## src/rtl/lifo_stack_pkg.sv

```systemverilog
// Shared definitions for the LIFO stack: width helper and the control opcode encoding.
package lifo_pkg;

    // Opcode is {pop, push_eff}, so the encoding falls straight out of the request bits.
    localparam logic [1:0] OP_NOP  = 2'b00;
    localparam logic [1:0] OP_PUSH = 2'b01;
    localparam logic [1:0] OP_POP  = 2'b10;
    localparam logic [1:0] OP_REPL = 2'b11;

    function automatic int clog2(input int n);
        int r;
        r = 0;
        while ((1 << r) < n) r++;
        return r;
    endfunction

endpackage

```

## src/rtl/lifo_stack_if.sv

```systemverilog
// Request/status bundle between a stack user (master) and the LIFO (slave).
interface lifo_stack_if
    import lifo_pkg::*;
#(
    parameter int WIDTH = 32,
    parameter int DEPTH = 10
);
    localparam int CW = clog2(DEPTH + 1);

    logic [WIDTH-1:0] dado;
    logic             push;
    logic             pop;
    logic             clr_err;
    logic [WIDTH-1:0] saida;
    logic [CW-1:0]    count;
    logic             full;
    logic             empty;
    logic             ovrflw;
    logic             undrflw;

    modport master (
        output dado, push, pop, clr_err,
        input  saida, count, full, empty, ovrflw, undrflw
    );

    modport slave (
        input  dado, push, pop, clr_err,
        output saida, count, full, empty, ovrflw, undrflw
    );
endinterface

```

## src/rtl/lifo_stack_mem.sv

```systemverilog
// WIDTH x DEPTH register array: one synchronous write port, one asynchronous read port.
module lifo_stack_mem #(
    parameter int WIDTH = 32,
    parameter int DEPTH = 10,
    parameter int AW    = 4
) (
    input  logic             clk,
    input  logic             we,
    input  logic [AW-1:0]    waddr,
    input  logic [WIDTH-1:0] wdata,
    input  logic [AW-1:0]    raddr,
    output logic [WIDTH-1:0] rdata
);
    logic [WIDTH-1:0] mem [DEPTH];

    // NOTE: storage has no reset; validity is tracked by the count register, so clearing it buys nothing.
    always_ff @(posedge clk) begin
        if (we) mem[waddr] <= wdata;
    end

    assign rdata = mem[raddr];
endmodule

```

## src/rtl/lifo_stack.sv

```systemverilog
// Parametrised single-clock LIFO: count register, op decode, sticky error flags and top-of-stack mux.
module lifo_stack
    import lifo_pkg::*;
#(
    parameter int WIDTH       = 32,
    parameter int DEPTH       = 10,
    parameter int IGNORE_ZERO = 0
) (
    input logic         clk,
    input logic         rst_n,
    lifo_stack_if.slave bus
);
    localparam int CW = clog2(DEPTH + 1);
    localparam int AW = clog2(DEPTH);

    logic [CW-1:0]    count_q;
    logic             ovrflw_q;
    logic             undrflw_q;
    logic             push_eff;
    logic [1:0]       op;
    logic             is_full;
    logic             is_empty;
    logic             we;
    logic [CW-1:0]    waddr;
    logic [CW-1:0]    top_idx;
    logic [WIDTH-1:0] rdata;

    assign push_eff = bus.push && !((IGNORE_ZERO != 0) && (bus.dado == '0));
    assign op       = {bus.pop, push_eff};
    assign is_full  = (count_q == CW'(DEPTH));
    assign is_empty = (count_q == '0);
    assign top_idx  = count_q - CW'(1);

    // NOTE: every signal written here gets a default first, so no latch is inferred.
    always_comb begin
        we    = 1'b0;
        waddr = count_q;
        case (op)
            OP_PUSH: we = !is_full;
            OP_REPL: begin
                we    = 1'b1;
                waddr = is_empty ? '0 : top_idx;
            end
            default: ;
        endcase
    end

    // NOTE: non-blocking assignments; the clear comes first so a same-cycle error overrides it.
    always_ff @(posedge clk) begin
        if (!rst_n) begin
            count_q   <= '0;
            ovrflw_q  <= 1'b0;
            undrflw_q <= 1'b0;
        end else begin
            if (bus.clr_err) begin
                ovrflw_q  <= 1'b0;
                undrflw_q <= 1'b0;
            end
            case (op)
                OP_PUSH: begin
                    if (is_full) ovrflw_q <= 1'b1;
                    else         count_q  <= count_q + CW'(1);
                end
                OP_POP: begin
                    if (is_empty) undrflw_q <= 1'b1;
                    else          count_q   <= top_idx;
                end
                OP_REPL: begin
                    // Replace on an empty stack degenerates to a push plus an underflow report.
                    if (is_empty) begin
                        count_q   <= CW'(1);
                        undrflw_q <= 1'b1;
                    end
                end
                default: ;
            endcase
        end
    end

    lifo_stack_mem #(
        .WIDTH (WIDTH),
        .DEPTH (DEPTH),
        .AW    (AW)
    ) u_mem (
        .clk   (clk),
        .we    (we),
        .waddr (waddr[AW-1:0]),
        .wdata (bus.dado),
        .raddr (top_idx[AW-1:0]),
        .rdata (rdata)
    );

    assign bus.saida   = is_empty ? '0 : rdata;
    assign bus.count   = count_q;
    assign bus.full    = is_full;
    assign bus.empty   = is_empty;
    assign bus.ovrflw  = ovrflw_q;
    assign bus.undrflw = undrflw_q;
endmodule

```

## src/flat_wrapper.sv

```systemverilog
// flat-port wrapper written by rule: the top's interface ports become plain ports
module lifo_stack_flat import lifo_pkg::*;
#(
    parameter int WIDTH       = 32,
    parameter int DEPTH       = 10,
    parameter int IGNORE_ZERO = 0
)
  (clk, rst_n, bus_dado, bus_push, bus_pop, bus_clr_err, bus_saida, bus_count, bus_full, bus_empty, bus_ovrflw, bus_undrflw);
  lifo_stack_if #(.WIDTH(WIDTH), .DEPTH(DEPTH)) bus_i ();
  input logic clk;
  input logic rst_n;
  input wire logic [$bits(bus_i.dado)-1:0] bus_dado;
  input wire logic [$bits(bus_i.push)-1:0] bus_push;
  input wire logic [$bits(bus_i.pop)-1:0] bus_pop;
  input wire logic [$bits(bus_i.clr_err)-1:0] bus_clr_err;
  output wire logic [$bits(bus_i.saida)-1:0] bus_saida;
  output wire logic [$bits(bus_i.count)-1:0] bus_count;
  output wire logic [$bits(bus_i.full)-1:0] bus_full;
  output wire logic [$bits(bus_i.empty)-1:0] bus_empty;
  output wire logic [$bits(bus_i.ovrflw)-1:0] bus_ovrflw;
  output wire logic [$bits(bus_i.undrflw)-1:0] bus_undrflw;
  assign bus_i.dado = bus_dado;
  assign bus_i.push = bus_push;
  assign bus_i.pop = bus_pop;
  assign bus_i.clr_err = bus_clr_err;
  assign bus_saida = bus_i.saida;
  assign bus_count = bus_i.count;
  assign bus_full = bus_i.full;
  assign bus_empty = bus_i.empty;
  assign bus_ovrflw = bus_i.ovrflw;
  assign bus_undrflw = bus_i.undrflw;
  lifo_stack #(.WIDTH(WIDTH), .DEPTH(DEPTH), .IGNORE_ZERO(IGNORE_ZERO)) u_core (.clk(clk), .rst_n(rst_n), .bus(bus_i));
endmodule
```

## config.mk

```make
export PLATFORM = sky130hd
export DESIGN_NAME = lifo_stack_flat
export DESIGN_NICKNAME = d
export VERILOG_FILES = /design/src/rtl/lifo_stack_pkg.sv /design/src/rtl/lifo_stack_if.sv /design/src/rtl/lifo_stack_mem.sv /design/src/rtl/lifo_stack.sv /design/src/flat_wrapper.sv
export SDC_FILE = /design/constraint.sdc
export NUM_CORES = 1
export LEC_CHECK = 0
export CORE_MARGIN = 1.5
export CORE_UTILIZATION = 30
export DETAILED_ROUTE_END_ITERATION = 12
export GPL_TIMING_DRIVEN = 0
export HOLD_SLACK_MARGIN = 0.12
export PLACE_DENSITY = 0.45
export SLEW_MARGIN = 15
export SYNTH_ARGS = -nofsm -noshare
export SYNTH_HDL_FRONTEND = slang
export SYNTH_SLANG_ARGS = --single-unit
```

## constraint.sdc

```tcl
create_clock -name clk -period 7.04 [get_ports clk]
set_clock_uncertainty 0.1 [all_clocks]
set_input_delay 1.408 -clock clk [delete_from_list [all_inputs] [get_ports clk]]
set_output_delay 1.408 -clock clk [all_outputs]
set_load 0.1 [all_outputs]
```

======== Word-level counts from Yosys, hierarchy flattened ========
Memory sizes are Yosys's and may differ from the RTL's.
Index checks and enable logic that the tools add are counted.
operators by class
  add/sub/neg operators ................... 2
  equality and inequality tests ........... 7
  muxes and demuxes ....................... 16
  reduce and logical (&&, ||, !) cells .... 5
operators by type and width
  operator             number
  $mux 32              1
  $mux 4               5
  $pmux 4 s3           1
  $mux 1               8
  $add 4x1->4 const B  1
  $eq 2x2->1 const B   2
  $eq 4x4->1 const B   1
  $logic_not 4->1      1
  $ne 2x2->1 const B   2
  $reduce_and 4->1     1
  $sub 4x1->4 const B  1
  $reduce_bool 3->1    1
  $eq 2x1->1 const B   1
  $ne 2x1->1 const B   1
  $pmux 1 s2           1
  $reduce_or 2->1      1
  $logic_not 1->1      1
storage, ports and cells
  register bits ........................... 6
  bits in writable memories ............... 320
  bits of input ports ..................... 37
  memories ................................ 1
memory list
  name              words  bits a word  read ports  clocked after memory_dff  write ports  line                  text
  u_core.u_mem.mem  10     32           1           0                         1            lifo_stack_mem.sv:14  logic [WIDTH-1:0] mem [DEPTH];

======== Depth between registers and ports, before layout ========
  word-level depth ........................ 5
  mapped depth ............................ 11
  depth with buffers taken out ............ 6

======== Cells and area by module ========
A second synthesis with hierarchy kept.
unflattened totals
  cell total of the unflattened synthesis .. 779
  area total of the unflattened synthesis .. 13445.4 µm²
by module, submodules not included
  module          times used  cells an instance  area each (µm²)
  lifo_stack_mem  1           666                12649.6
  lifo_stack      1           113                795.8

======== Least setup slack after synthesis ========
Ideal clock, no wire load.
  path type ............................... flip-flop to output port
  start ................................... register u_core.count_q[0], in the netlist u_core.bus.count[0]
  end ..................................... output bus_saida[30]
  data arrival time ....................... 5221 ps
  path slack .............................. 311 ps
  stages on the path, launching flop included .. 10
  buffers on the path ..................... 5
  cell sequence ........................... dfxtp_1 > buf_2 > buf_4 > buf_2 > inv_1 > ha_1 > nor3b_1 > clkbuf_1 > clkbuf_1 > nor3_1
between the ends
  elaborated cells on any way between the ends .. 4
  those cells by class .................... 1 x add/sub; 1 x mux; 1 x reduce/logical; 1 x memory
RTL lines
  element                 line                text
  start, declared         lifo_stack.sv:16    logic [CW-1:0] count_q;
  start signal, assigned  lifo_stack.sv:62    else count_q <= count_q + CW'(1);
  start signal, assigned  lifo_stack.sv:66    else count_q <= top_idx;
  $logic_not 4->1         lifo_stack.sv:31    assign is_empty = (count_q == '0);
  named net bus_empty     flat_wrapper.sv:19  output wire logic [$bits(bus_i.empty)-1:0] bus_empty;
  $mux 32                 lifo_stack.sv:93    assign bus.saida = is_empty ? '0 : rdata;
  end, declared           flat_wrapper.sv:16  output wire logic [$bits(bus_i.saida)-1:0] bus_saida;
The timed path passes the listed nets, and every way through them passes these cells.

======== Worst setup path after layout ========
  start ................................... register u_core.count_q[0], in the netlist u_core.bus.count[0]
  end ..................................... output bus_saida[30]
between the ends
  cells in the longest elaborated chain, start to end .. 3
  elaborated cells on any way between the ends .. 4
  those cells by class .................... 1 x add/sub; 1 x mux; 1 x reduce/logical; 1 x memory
ends and longest elaborated chain
  element        line              text
  $sub 4x1->4    lifo_stack.sv:32  assign top_idx = count_q - CW'(1);
  $mem_v2 10x32  --
  $mux 32 (*)    lifo_stack.sv:93
Every way passes the cells marked *; elsewhere a longest branch is shown, timed or not.

==> impl_metrics.csv <==
group,metric,value,unit
outcome,status,"finished, final reports clean",
logic_synthesis,synth_top_family_by_area,"multiplexers",
die,die_y,211,um
power,clkPwrFrac,30.0,%
clock_tree,insertion_delay,530,ps
timing,worst_pin_slew,1030,ps
timing,setup_viol,0,
logic_synthesis,synth_seq_cells,326,
die,dieArea,0.0445,sq mm
clock_tree,cts.htree.levels,2,
clock_tree,cts_setup_buffers,0,
logic_synthesis,ys_async_sr_fraction,0,%
place,gp_congestion,0.892,
logic_synthesis,synth.area.top_cells,"edfxtp_1, mux4_2, a211oi_2",
logic_synthesis,yosysMostFrequentCell,"edfxtp_1",
hold_path,min-delay-path-class,"flop to flop",
clock_tree,path_clk_slew,60,ps
logic_synthesis,synthAdderAreaFrac,0.290,%
die,initial_utilization,30.6,%
logic_synthesis,synth_xor_area_share,0.0676,%
power,switching_share,35.8,%
global_routing,grt_pass1_vias,7267,
die,core_area,0.0423,sq mm
logic_synthesis,yosysWarnings,0,
layout,drive_above_1_share,24.2,%
worst_setup_path,cp.required,5530,ps
layout,antenna_cells,0,
logic_synthesis,syn_area_per_cell,19.6,sq um
clock_tree,ctsResizeCount,0,
logic_synthesis,yosysTopAreaCell,"edfxtp_1",
worst_setup_path,path_max_fanout,10,
drt,antenna_left,0,
die,die_w,211,um
worst_setup_path,rrSetupSlack,2390,ps
power,p_per_area,371,mW/mm^2
worst_setup_path,critPathKind,"flop to primary output",
place,placed_area,0.0148,sq mm
worst_setup_path,start_kind,"flop",
worst_setup_path,end_kind,"primary output",
clock_tree,cts_sinks,326,
timing,final.setup.tns,0,ps
power,ir_worst_vdd,0.180,mV
power,p_sw,2.12,mW
logic_synthesis,synth-edff-count,320,
logic_synthesis,ys_types,46,
worst_setup_path,cpMaxStageDelayCell,"clkdlybuf4s50_1",
drt,wirelength,33000,um
drt,wl_per_cell,23.7,um
timing,hold_ws,537,ps
global_routing,grtUsageTotal,15.2,%
logic_synthesis,synthMuxAreaShare,11.1,%
global_routing,grt_pass1_wl,48700,um
logic_synthesis,synth.top_cell.area_share,74.1,%
drt,via_per_inst,4.88,
timing,finalMaxSlewViolations,0,
logic_synthesis,synth_nets,700,
global_routing,grt_max_degree,18,
power,pwr-share-seq,38.2,%
clock_tree,numCtsBuffers,36,
drt,drc,0,
die,io_pins,77,
logic_synthesis,synth_ff_type,"edfxtp_1",
layout,design_area,0.0160,sq mm
layout,fin_nets,826,
clock_tree,root_buffer,"clkbuf_16",
timing,layout_min_cycle_time,6720,ps
clock_tree,cts_buffer_depth,3,
place,io_buffers,74,
power,p_int,3.80,mW
logic_synthesis,synthTopCellsByCount,"edfxtp_1, mux4_2, nor2b_1",
logic_synthesis,syn-instance-count,660,
worst_setup_path,crit_arrival,5220,ps
global_routing,gr-total-overflow,0,
layout,area_growth,23.1,%
timing,period_share,95.5,%
timing,rsz0062_at_grt,"false",
timing,max_freq,0.149,GHz
power,p_leak,4.88,nW
logic_synthesis,synthSimpleGateAreaFrac,5.17,%
clock_tree,cts_tree,"yes",
timing,finalHoldViolCount,0,
timing,relSlewSlack,31.1,%
logic_synthesis,synth_compound_area_share,6.18,%
drt,drt-pass1-iter-count,5,
logic_synthesis,synth_area,0.0130,sq mm
worst_setup_path,crit_top_cell,"buf_2",
worst_setup_path,path_delay_family,"buffers and inverters",
global_routing,antenna_found_initial,1,
worst_setup_path,cpPeakStageDelay,1170,ps
worst_setup_path,path_buf_inv,8,
die,row_count,75,
logic_synthesis,ys_seq_area_share,75.0,%
drt,drt_iter0_markers,547,
drt,via_count,6784,
flow_run,cap_violations,0,
power,combPwrFrac,31.8,%
place,dp_hpwl,20600,um
clock_tree,holdBufCountCts,0,
worst_setup_path,crit_chain,"buf_2 -> buf_4 -> buf_2 -> inv_1 -> ha_1 -> buf_2 -> buf_2 -> buf_1 -> mux4_2 -> o22ai_1 -> nor3_1 -> clkdlybuf4s50_1",
-- placed cells by master (no fill, tap or decap), types with 4 or more instances in the layout --
cell type / instances
a211oi_2: 30
buf_16: 8
clkbuf_1: 22
buf_4: 5
o22ai_1: 33
nand3_1: 4
clkbuf_16: 36
buf_12: 6
a21oi_1: 5
o21ai_0: 8
buf_6: 5
nor4_1: 5
inv_1: 6
buf_2: 17
clkinv_2: 5
a211oi_1: 4
nor3_1: 40
mux4_2: 64
edfxtp_1: 320
clkdlybuf4s50_1: 74
nand2b_1: 4
clkinv_1: 12
dfxtp_1: 6
nor2b_1: 39
nor2_4: 7
-- metal layers --
metal / global-route usage, % / wire (um) / up-vias
met5: 0 / 13 / -
met4: 4.51 / 778 / 2
met3: 2.66 / 1670 / 71
met2: 25.4 / 16200 / 235
met1: 20.2 / 14300 / 3484
li1: - / - / 2992
-- stage by stage --
step	total power [mW]	instances	utilization, %	worst slack (ps)
2_1_floorplan	3.61	660	-	311
4_1_cts	6.00	1390	37.7	281
3_3_place_gp	4.14	1311	34.1	332
5_1_grt	6.14	1390	37.7	77.0
3_5_place_dp	4.20	1325	35.1	864
6_report	5.92	1390	37.7	316
-- worst paths after layout --
path                              to           startpoint  cells after the start
max                    bus_saida[30]  u_core.bus.count[0]                     12
min                u_core.bus.ovrflw    u_core.bus.ovrflw                      3
max reg2reg  u_core.u_mem.mem[2][17]  u_core.bus.count[0]                     13
min reg2reg        u_core.bus.ovrflw    u_core.bus.ovrflw                      3
-- flip-flops by register name, summed over array words and instances, names as in the netlist --
signal and flops:
u_core.bus.count 4, u_core.bus.ovrflw 1, u_core.bus.undrflw 1, u_core.u_mem.mem 320
-- cell families (layout without fill, tap and decap cells) --
logic type | Yosys count | in the layout
XOR/XNOR | 1 | 1
adder cells (fa/ha/maj) | 3 | 3
AO/OA/AOI/OAI | 95 | 95
multiplexers | 64 | 64
buffers and inverters | 53 | 206
flip-flops | 326 | 326
AND/OR/NAND/NOR | 118 | 118
-- power groups by stage --
stage	logic (mW)	registers [mW]	clock network, mW
floorplan	1.29	2.32	0
global placement	1.84	2.31	0
detailed placement	1.90	2.30	0
CTS	1.91	2.26	1.83
global route	1.97	2.26	1.90
finish	1.88	2.26	1.78
-- tightest hold or removal path, cell delays in order, from the launching register on --
cell     delay [ps]
dfxtp_1         310
nor2b_1         120
a21oi_1         110
nor2b_1          50
-- area by class of cell --
class                      instances  area (sq um)
buffer                            47           254
clock buffer                      39           912
clock inverter                    26           210
fill                            3844         26400
inverter                           6          22.5
multi-input combinational        281          3030
sequential                       326          9730
tap                              577           722
timing repair buffer              88          1080
No activity file was read; power rests on OpenSTA's default activity.
